## src/rtl/mem_arbiter.sv

```systemverilog
// mem_arbiter: shares one single-pulse memory request interface between fetch (port 0) and load/store (port 1)
module mem_arbiter #(
  parameter int DATA_WIDTH    = 32,
  parameter int ADDR_WIDTH    = 32,
  parameter int STRB_WIDTH    = DATA_WIDTH/8,
  parameter int PRIORITY_MODE = 0
) (
  input  logic                  clk,
  input  logic                  rstn,
  input  logic                  p0_req,
  input  logic                  p1_req,
  input  logic                  p0_wen,
  input  logic                  p1_wen,
  input  logic [ADDR_WIDTH-1:0] p0_addr,
  input  logic [ADDR_WIDTH-1:0] p1_addr,
  input  logic [DATA_WIDTH-1:0] p0_wdata,
  input  logic [DATA_WIDTH-1:0] p1_wdata,
  input  logic [STRB_WIDTH-1:0] p0_wstrb,
  input  logic [STRB_WIDTH-1:0] p1_wstrb,
  output logic [DATA_WIDTH-1:0] p0_rdata,
  output logic [DATA_WIDTH-1:0] p1_rdata,
  output logic                  p0_ready,
  output logic                  p1_ready,
  output logic                  mem_req,
  output logic                  mem_wen,
  output logic [ADDR_WIDTH-1:0] mem_addr,
  output logic [DATA_WIDTH-1:0] mem_wdata,
  output logic [STRB_WIDTH-1:0] mem_wstrb,
  input  logic [DATA_WIDTH-1:0] mem_rdata,
  input  logic                  mem_ready,
  input  logic                  mem_busy,
  output logic                  grant,
  output logic                  arb_busy
);
  typedef enum logic [1:0] {IDLE, WAIT, DONE} state_t;
  state_t state;
  logic   last_grant;
  logic   win;
  assign arb_busy = state != IDLE;
  // winner if an issue happens this cycle: port 0 first in fixed mode, otherwise a tie goes to the port not served last
  always_comb
    win = (PRIORITY_MODE != 0) ? !p0_req : ((p0_req && p1_req) ? !last_grant : p1_req);
  // issue/wait/complete sequencing with every output registered
  always_ff @(posedge clk or negedge rstn)
    if (!rstn) begin
      state      <= IDLE;
      last_grant <= 1'b1;
      grant      <= 1'b0;
      mem_req    <= 1'b0;
      mem_wen    <= 1'b0;
      mem_addr   <= '0;
      mem_wdata  <= '0;
      mem_wstrb  <= '0;
      p0_ready   <= 1'b0;
      p1_ready   <= 1'b0;
      p0_rdata   <= '0;
      p1_rdata   <= '0;
    end else begin
      case (state)
        IDLE: if ((p0_req || p1_req) && !mem_busy) begin
          mem_wen    <= win ? p1_wen : p0_wen;
          mem_addr   <= win ? p1_addr : p0_addr;
          mem_wdata  <= win ? p1_wdata : p0_wdata;
          mem_wstrb  <= win ? p1_wstrb : p0_wstrb;
          grant      <= win;
          last_grant <= win;
          mem_req    <= 1'b1;
          state      <= WAIT;
        end
        WAIT: begin
          mem_req <= 1'b0;
          if (mem_ready) begin
            p0_ready <= !grant;
            p1_ready <= grant;
            if (!mem_wen && grant) p1_rdata <= mem_rdata;
            if (!mem_wen && !grant) p0_rdata <= mem_rdata;
            state <= DONE;
          end
        end
        DONE: begin
          p0_ready <= 1'b0;
          p1_ready <= 1'b0;
          state    <= IDLE;
        end
        default: begin
          mem_req  <= 1'b0;
          p0_ready <= 1'b0;
          p1_ready <= 1'b0;
          state    <= IDLE;
        end
      endcase
    end
endmodule

```

## config.mk

```make
export PLATFORM = sky130hd
export DESIGN_NAME = mem_arbiter
export DESIGN_NICKNAME = d
export VERILOG_FILES = /design/src/rtl/mem_arbiter.sv
export SDC_FILE = /design/constraint.sdc
export NUM_CORES = 1
export LEC_CHECK = 0
export ABC_CLOCK_PERIOD_IN_PS = 1700
export CAP_MARGIN = 20
export CORE_AREA = 2 2 122 124
export CTS_BUF_LIST = sky130_fd_sc_hd__clkbuf_8
export DETAILED_ROUTE_END_ITERATION = 10
export DIE_AREA = 0 0 124 126
export DONT_BUFFER_PORTS = 1
export PLACE_DENSITY_LB_ADDON = 0.12
export SYNTH_ARGS = -nofsm -noshare
export SYNTH_HDL_FRONTEND = slang
export SYNTH_SLANG_ARGS = --single-unit
```

## constraint.sdc

```tcl
create_clock -name clk -period 1.7 [get_ports clk]
set_input_delay 0.34 -clock clk [delete_from_list [all_inputs] [get_ports clk]]
set_output_delay 0.34 -clock clk [all_outputs]
set_load 0.03 [all_outputs]
```

==> results.md, run 1 <==
* TritonRoute pass-1 iters at 8
* Core area at 14300 um^2
* First-pass GRT wire length at 22300 um
* Synth Register Bits at 140
* Port bufs at 0
* FF/Latch Area at 3510 um^2
* Sequential share of power at 62.0%
* Post-synth EDFFs at 0
* Synth Flop Type: dfrtp_1
* WP buf/inv at 1
* Row count at 44
* Worst hold path type: in -> async
* MaxCap Viol Count at 0
* Combinational Power Share at 16.9%
* Pwr/cell area at 2020 nW/um^2
* Fill count at 1300
* Global routing usage on met2 at 31.8%
* Unique cell type count in the Yosys netlist at 25
* Die ar. at 15600 um^2
* Die width at 124 um
* GRT overflow at 0
* Outcome: finished, violations left
* Footprint of the multi-input gates at 1600 um^2
* # H-tree levels at 4
* Worst Skew at 0.0149 ns
* Post-synthesis sequential area ratio at 58.4%
* Max-slew headroom at 75.6%
* Syn Inst Count at 537
* Hold Slack at -0.415 ns
* Switching fraction of total power at 44.4%
* Synthesized cell area at 6000 um^2
* Failing checks: hold timing
* Fin. max-slew vios at 0
* Delay-heaviest family, CP: flip-flops
* RSZ-0062 raised after global routing: yes
* WL/cell at 19.6 um
* Final Non-Filler Cells at 768
* CTS Sinks at 140
* Min Tclk post-route at 1.65 ns
* Ys Warns at 0
* Placed instance count at 710
* Worst Max-Slew Pin Slew at 0.366 ns
* Total track usage at 19.0%
* Syn nets at 713
* Layout area overhead at 18.4%
* CP Class: reg -> out
* Asr flop ratio synth at 100%
* Arrival time worst endpoint at 1.31 ns
* Number of vias in the routed layout at 4102
* CTS tree: done
* Nature of the critical path startpoint: flop
* # nets final at 749
* LEAKAGE at 0.00382 uW
* Max VDD drop at 0.678 mV
* CTS Buffer Depth at 2
* Antenna Cells at 0
* HPWL after DPL at 10500 um
* Vias in the first global route at 4351
* Fmax at 607 MHz
* Post-route cell area at 7100 um^2
* Total CTS buffers at 17
* Avg Cell Area, Syn at 11.2 um^2
* Hold Fails Final Rpt at 140
* Root buffer cell: clkbuf_8
* Pwr Total at 14300 uW
* Initial antenna violation count at 1
* Post-DR vias/cell at 5.34
* CP max stage cell: dfrtp_2
* Critical Path RT at 1.36 ns
* Largest net degree at the start of global routing at 141
* Core Util, Final at 49.6%
* WL final at 15100 um
* Fin crit share at 97.0%
* Initial DRC Count at 488
* Setup violations, final at 0
* Grt met1 use at 20.7%
* Layout cells sized above 1 at 21.1%
* Critical Path End Type: primary output
* Post-DRT Antenna Nets at 0
* Die Ht at 126 um
* Clock power share at 21.1%
* Initial core utilization at 41.9%
* Pre-CTS setup slack at 0.0204 ns
* Power Internal at 7960 uW
* Crit-path max cell delay at 0.44 ns
* Skew-Pair Late Insertion Delay at 0.45 ns
* GR Util met3 at 8.79%
* # DRC at 0
* GR peak layer: met2
* RD Place Congestion at 0.805
* Worst path cell trace: or2_4 > buf_6
* Clock slew at the register clock pins of the worst setup and hold paths at 0.07 ns
* Post-DP Area at 6370 um^2
* CP max FO at 4
* # IOs at 314
* NetSw at 6360 uW
* Post-route worst setup slack at 0.0518 ns
==> registers in the layout, summed over array words and instances, names as in the netlist, 2 cells and up <==
register and cells:
mem_wdata 32, state 2, p0_rdata 32, mem_addr 32, mem_wstrb 4, p1_rdata 32
==> cells in the mapped netlist (all sizes together) (2+ instances only) <==
master | n | area share, %
inv | 211 | 13
dfrtp | 139 | 58
a222oi | 69 | 12
mux2 | 64 | 12
clkbuf | 19 | 1.2
buf | 10 | 1.0
nand2 | 5 | 0.31
a21oi | 3 | 0.25
o21ai | 3 | 0.25
nor2b | 2 | 0.21
or2 | 2 | 0.21
==> worst register-to-register path, stage by stage (launching register included) <==
cell      delay [ns]
dfrtp_1         0.42
and4bb_1        0.31
nor2b_4         0.17
buf_12          0.21
mux2_2          0.39
==> cell type report <==
class | count | share of cell area (%)
clock buffer | 18 | 3.49
clock inverter | 12 | 2.77
inverter | 211 | 11.2
multi-input combinational | 157 | 22.5
sequential | 140 | 49.4
tap | 184 | 3.24
timing repair buffer | 46 | 7.44
==> worst paths after layout <==
path / slack (ns) / cells past startpoint / startpoint / endpoint
worst min-delay path: -0.41 / 0 / rstn / p1_rdata[21]
min in group clk: 0.02 / 2 / p1_addr[4] / mem_addr[4]
worst min register to register: 0.54 / 2 / last_grant / last_grant
worst max register to register: 0.08 / 4 / state[1] / p0_rdata[27]
max in group asynchronous: 1.82 / 0 / rstn / last_grant
worst max-delay path: 0.05 / 2 / state[0] / arb_busy
==> metal layers <==
layer  wire length (um)  vias up
li1                   -     1819
met1               5460     2007
met2               7390      253
met3               1970       21
met4                240        2
met5                 13        -
==> logic make-up (layout without fill, tap and decap cells) <==
| logic type | Yosys count | count (layout) | share of synthesized area, % |
|---|---|---|---|
| AO/OA/AOI/OAI | 78 | 78 | 12.7 |
| buffers and inverters | 240 | 287 | 15.4 |
| flip-flops | 140 | 140 | 58.4 |
| multiplexers | 64 | 64 | 12.0 |
| AND/OR/NAND/NOR | 15 | 15 | 1.46 |
==> power groups by stage <==
| stage | sequential (uW) | combinational, uW | clock, uW |
|---|---|---|---|
| 3_5_place_dp | 8960 | 2360 | 0 |
| 5_1_grt | 9090 | 2710 | 3270 |
| 2_1_floorplan | 8590 | 1810 | 0 |
| 3_3_place_gp | 8960 | 2240 | 0 |
| 4_1_cts | 8910 | 2390 | 3100 |
| 6_report | 8870 | 2420 | 3030 |
==> per-stage QoR <==
stage	hold slack, ns	setup TNS, ns
after global placement	0.0473	0
after CTS	-0.442	0
after floorplan	0.0444	0
after global routing	-0.463	-0.0115
final	-0.415	0
after detailed placement	0.0474	0
==> cells in the final DEF (no fill, tap or decap), drive strengths merged, types with 2 or more instances in the layout <==
cell type and instances:
a21oi 3, a222oi 69, buf 24, bufinv 5, clkbuf 18, clkinv 3
clkinvlp 2, dfrtp 139, dlygate4sd3 22, inv 213, mux2 64, nand2 5
nor2b 2, o21ai 3, or2 2
==> repair_timing <==
| item | in CTS | in global routing |
|---|---|---|
| setup endpoints to repair | 1 | 67 |
| pin swaps | 0 | 4 |
| setup buffers | 2 | 4 |
| hold buffers | 13 | 9 |
| hold endpoints to repair | 154 | 149 |
| gates resized for setup | 0 | 6 |
No activity file was read; power rests on OpenSTA's default activity.
==> inputs of run 2 (changes only) <==
- ABC_CLOCK_PERIOD_IN_PS: 1700 -> 1870
- CORE_AREA: 2 2 122 124 -> 2 2 123 125
- DIE_AREA: 0 0 124 126 -> 0 0 125 127
- SETUP_SLACK_MARGIN: unset -> 0.1
- clock period: 1.7 -> 1.87 ns (I/O delays scaled with it)
==> results.md, run 2 (synthesis gave the netlist of run 1 again) <==
* Die Ht at 127 um (+0.79%)
* Core area at 14400 um^2 (+0.77%)
* Max VDD drop at 0.715 mV (+5.5%)
* Die width at 125 um (+0.81%)
* Initial core utilization at 41.6% (-0.32 points)
* Post-route worst setup slack at 0.156 ns (+0.105 ns)
* Hold Slack at -0.371 ns (+0.0439 ns)
* Clock slew at the register clock pins of the worst setup and hold paths at 0.08 ns (about the same)
* WL/cell at 20.1 um (+2.5%)
* # IOs at 314 (unchanged)
* Fin. max-slew vios at 0 (unchanged)
* Initial antenna violation count at 0 (-1)
* LEAKAGE at 0.00363 uW (-4.9%)
* Total CTS buffers at 17 (unchanged)
* Pre-CTS setup slack at 0.182 ns (+0.162 ns)
* # nets final at 717 (-4.3%)
* WP depth at 2 (unchanged)
* WL final at 14800 um (-1.5%)
* Hold Fails Final Rpt at 140 (unchanged)
* Root buffer cell: clkbuf_8
* Post-DRT Antenna Nets at 0 (unchanged)
* Layout area overhead at 11.4%
* Max-slew headroom at 74.6% (-0.95 points)
* Reg2Reg Depth at 4 (unchanged)
* MaxCap Viol Count at 0 (unchanged)
* Setup TNS at 0 ns (unchanged)
* Row count at 44 (unchanged)
* Commonest non-fill, non-tap cell in the layout: inv_1
* Pwr/cell area at 1870 nW/um^2 (-7.4%)
* Failing checks: hold timing
* Die ar. at 15900 um^2 (+1.6%)
* Arrival time worst endpoint at 1.34 ns (+0.03 ns)
* Fmax at 584 MHz
* Nature of the critical path startpoint: flop
* CTS Buffer Depth at 2 (unchanged)
* Total track usage at 18.6% (-0.39 points)
* RSZ-0062 raised after global routing: yes
* TritonRoute pass-1 iters at 9 (+1)
* CP max FO at 6 (+2)
* Initial DRC Count at 520 (+6.6%)
* Critical Path End Type: primary output
* CTS Hold Bufs at 2 (-11)
* Min Tclk post-route at 1.71 ns
* Setup violations, final at 0 (unchanged)
* CTS tree: done
* Skew-Pair Late Insertion Delay at 0.43 ns (-0.02 ns)
* Port bufs at 0 (unchanged)
* GRT overflow at 0 (unchanged)
* # H-tree levels at 4 (unchanged)
* Critical Path RT at 1.50 ns (+0.14 ns)
* Antenna Cells at 0 (unchanged)
* HPWL after DPL at 10500 um (+0.61%)
* First-pass GRT wire length at 23000 um (+2.9%)
* Reg2reg setup slack at 0.23 ns (+0.15 ns)
* CTS Sinks at 140 (unchanged)
* CP Class: reg -> out
* Layout cells sized above 1 at 19.9% (-1.2 points)
* Worst Max-Slew Pin Slew at 0.381 ns (+0.0142 ns)
* Crit-path max cell delay at 0.43 ns (about the same)
* Largest net degree at the start of global routing at 141 (unchanged)
* WP buf/inv at 1 (unchanged)
* Outcome: finished, violations left
* Setup Fix Bufs, Post-CTS at 0 (-2)
* CP max stage cell: dfrtp_1
* Number of vias in the routed layout at 4037 (-1.6%)
* Worst hold path type: in -> async
* Post-DR vias/cell at 5.47 (+2.4%)
* Final Non-Filler Cells at 738 (-3.9%)
* Most frequent cells in the layout: inv_1 (214), dfrtp_1 (138), a222oi_1 (69)
* RD Place Congestion at 0.826 (+2.6%)
* Vias in the first global route at 4339 (-0.28%)
* Delay-heaviest family, CP: flip-flops
* Placed instance count at 704 (-0.85%)
* Fin crit share at 91.6%
* Worst path cell trace: or2_1 > buf_4
* Worst Skew at 0.0120 ns (-0.00293 ns)
* # DRC at 0 (unchanged)
-- run 2: worst register-to-register path, stage by stage (launching register included) --
cell,delay (ns)
dfstp_2,0.55
inv_1,0.06
a2111oi_4,0.45
buf_12,0.27
a222oi_1,0.17
-- run 2: worst paths after layout --
path | from | to
setup / recovery | state[1] | arb_busy
hold / removal | rstn | mem_wstrb[3]
setup reg to reg | last_grant | mem_wdata[8]
hold reg to reg | state[1] | p1_ready
max in group asynchronous | rstn | last_grant
min in group clk | mem_ready | state[0]
-- run 2: cell type report --
| cell class | count | area, um^2 |
|---|---|---|
| clock buffer | 19 | 262 |
| clock inverter | 13 | 126 |
| fill | 1331 | 7740 |
| inverter | 211 | 792 |
| multi-input combinational | 157 | 1590 |
| sequential | 140 | 3510 |
| tap | 184 | 230 |
| timing repair buffer | 14 | 176 |
-- run 2: power breakdown --
| group | switching (uW) | internal [uW] |
|---|---|---|
| clock | 1130 | 1240 |
| sequential | 3740 | 4350 |
| combinational | 873 | 1150 |
| total | 5740 | 6750 |
-- run 2: timing repair --
| item | in CTS | in global routing |
|---|---|---|
| endpoints found under the hold margin | 142 | 140 |
| gates resized for setup | 0 | 2 |
| endpoints found under the setup margin | 0 | 9 |
-- run 2: layer usage --
metal | up-vias | share of wire (%) | global-route usage, %
met2 | 260 | 50 | 31.5
met4 | 0 | 2.7 | 8.30
met3 | 28 | 11 | 8.75
met5 | - | 0 | 0
li1 | 1758 | - | -
met1 | 1991 | 36 | 19.8
-- run 2: metrics by stage --
| stage | power, uW | util, % | cell area, um^2 |
|---|---|---|---|
| floorplan | 9450 | - | 6000 |
| detailed placement | 10200 | 43.5 | 6270 |
| finish | 12500 | 46.3 | 6680 |
| CTS | 12600 | 46.3 | 6680 |
| global route | 13100 | 46.3 | 6680 |
| global placement | 10100 | 43.5 | 6270 |
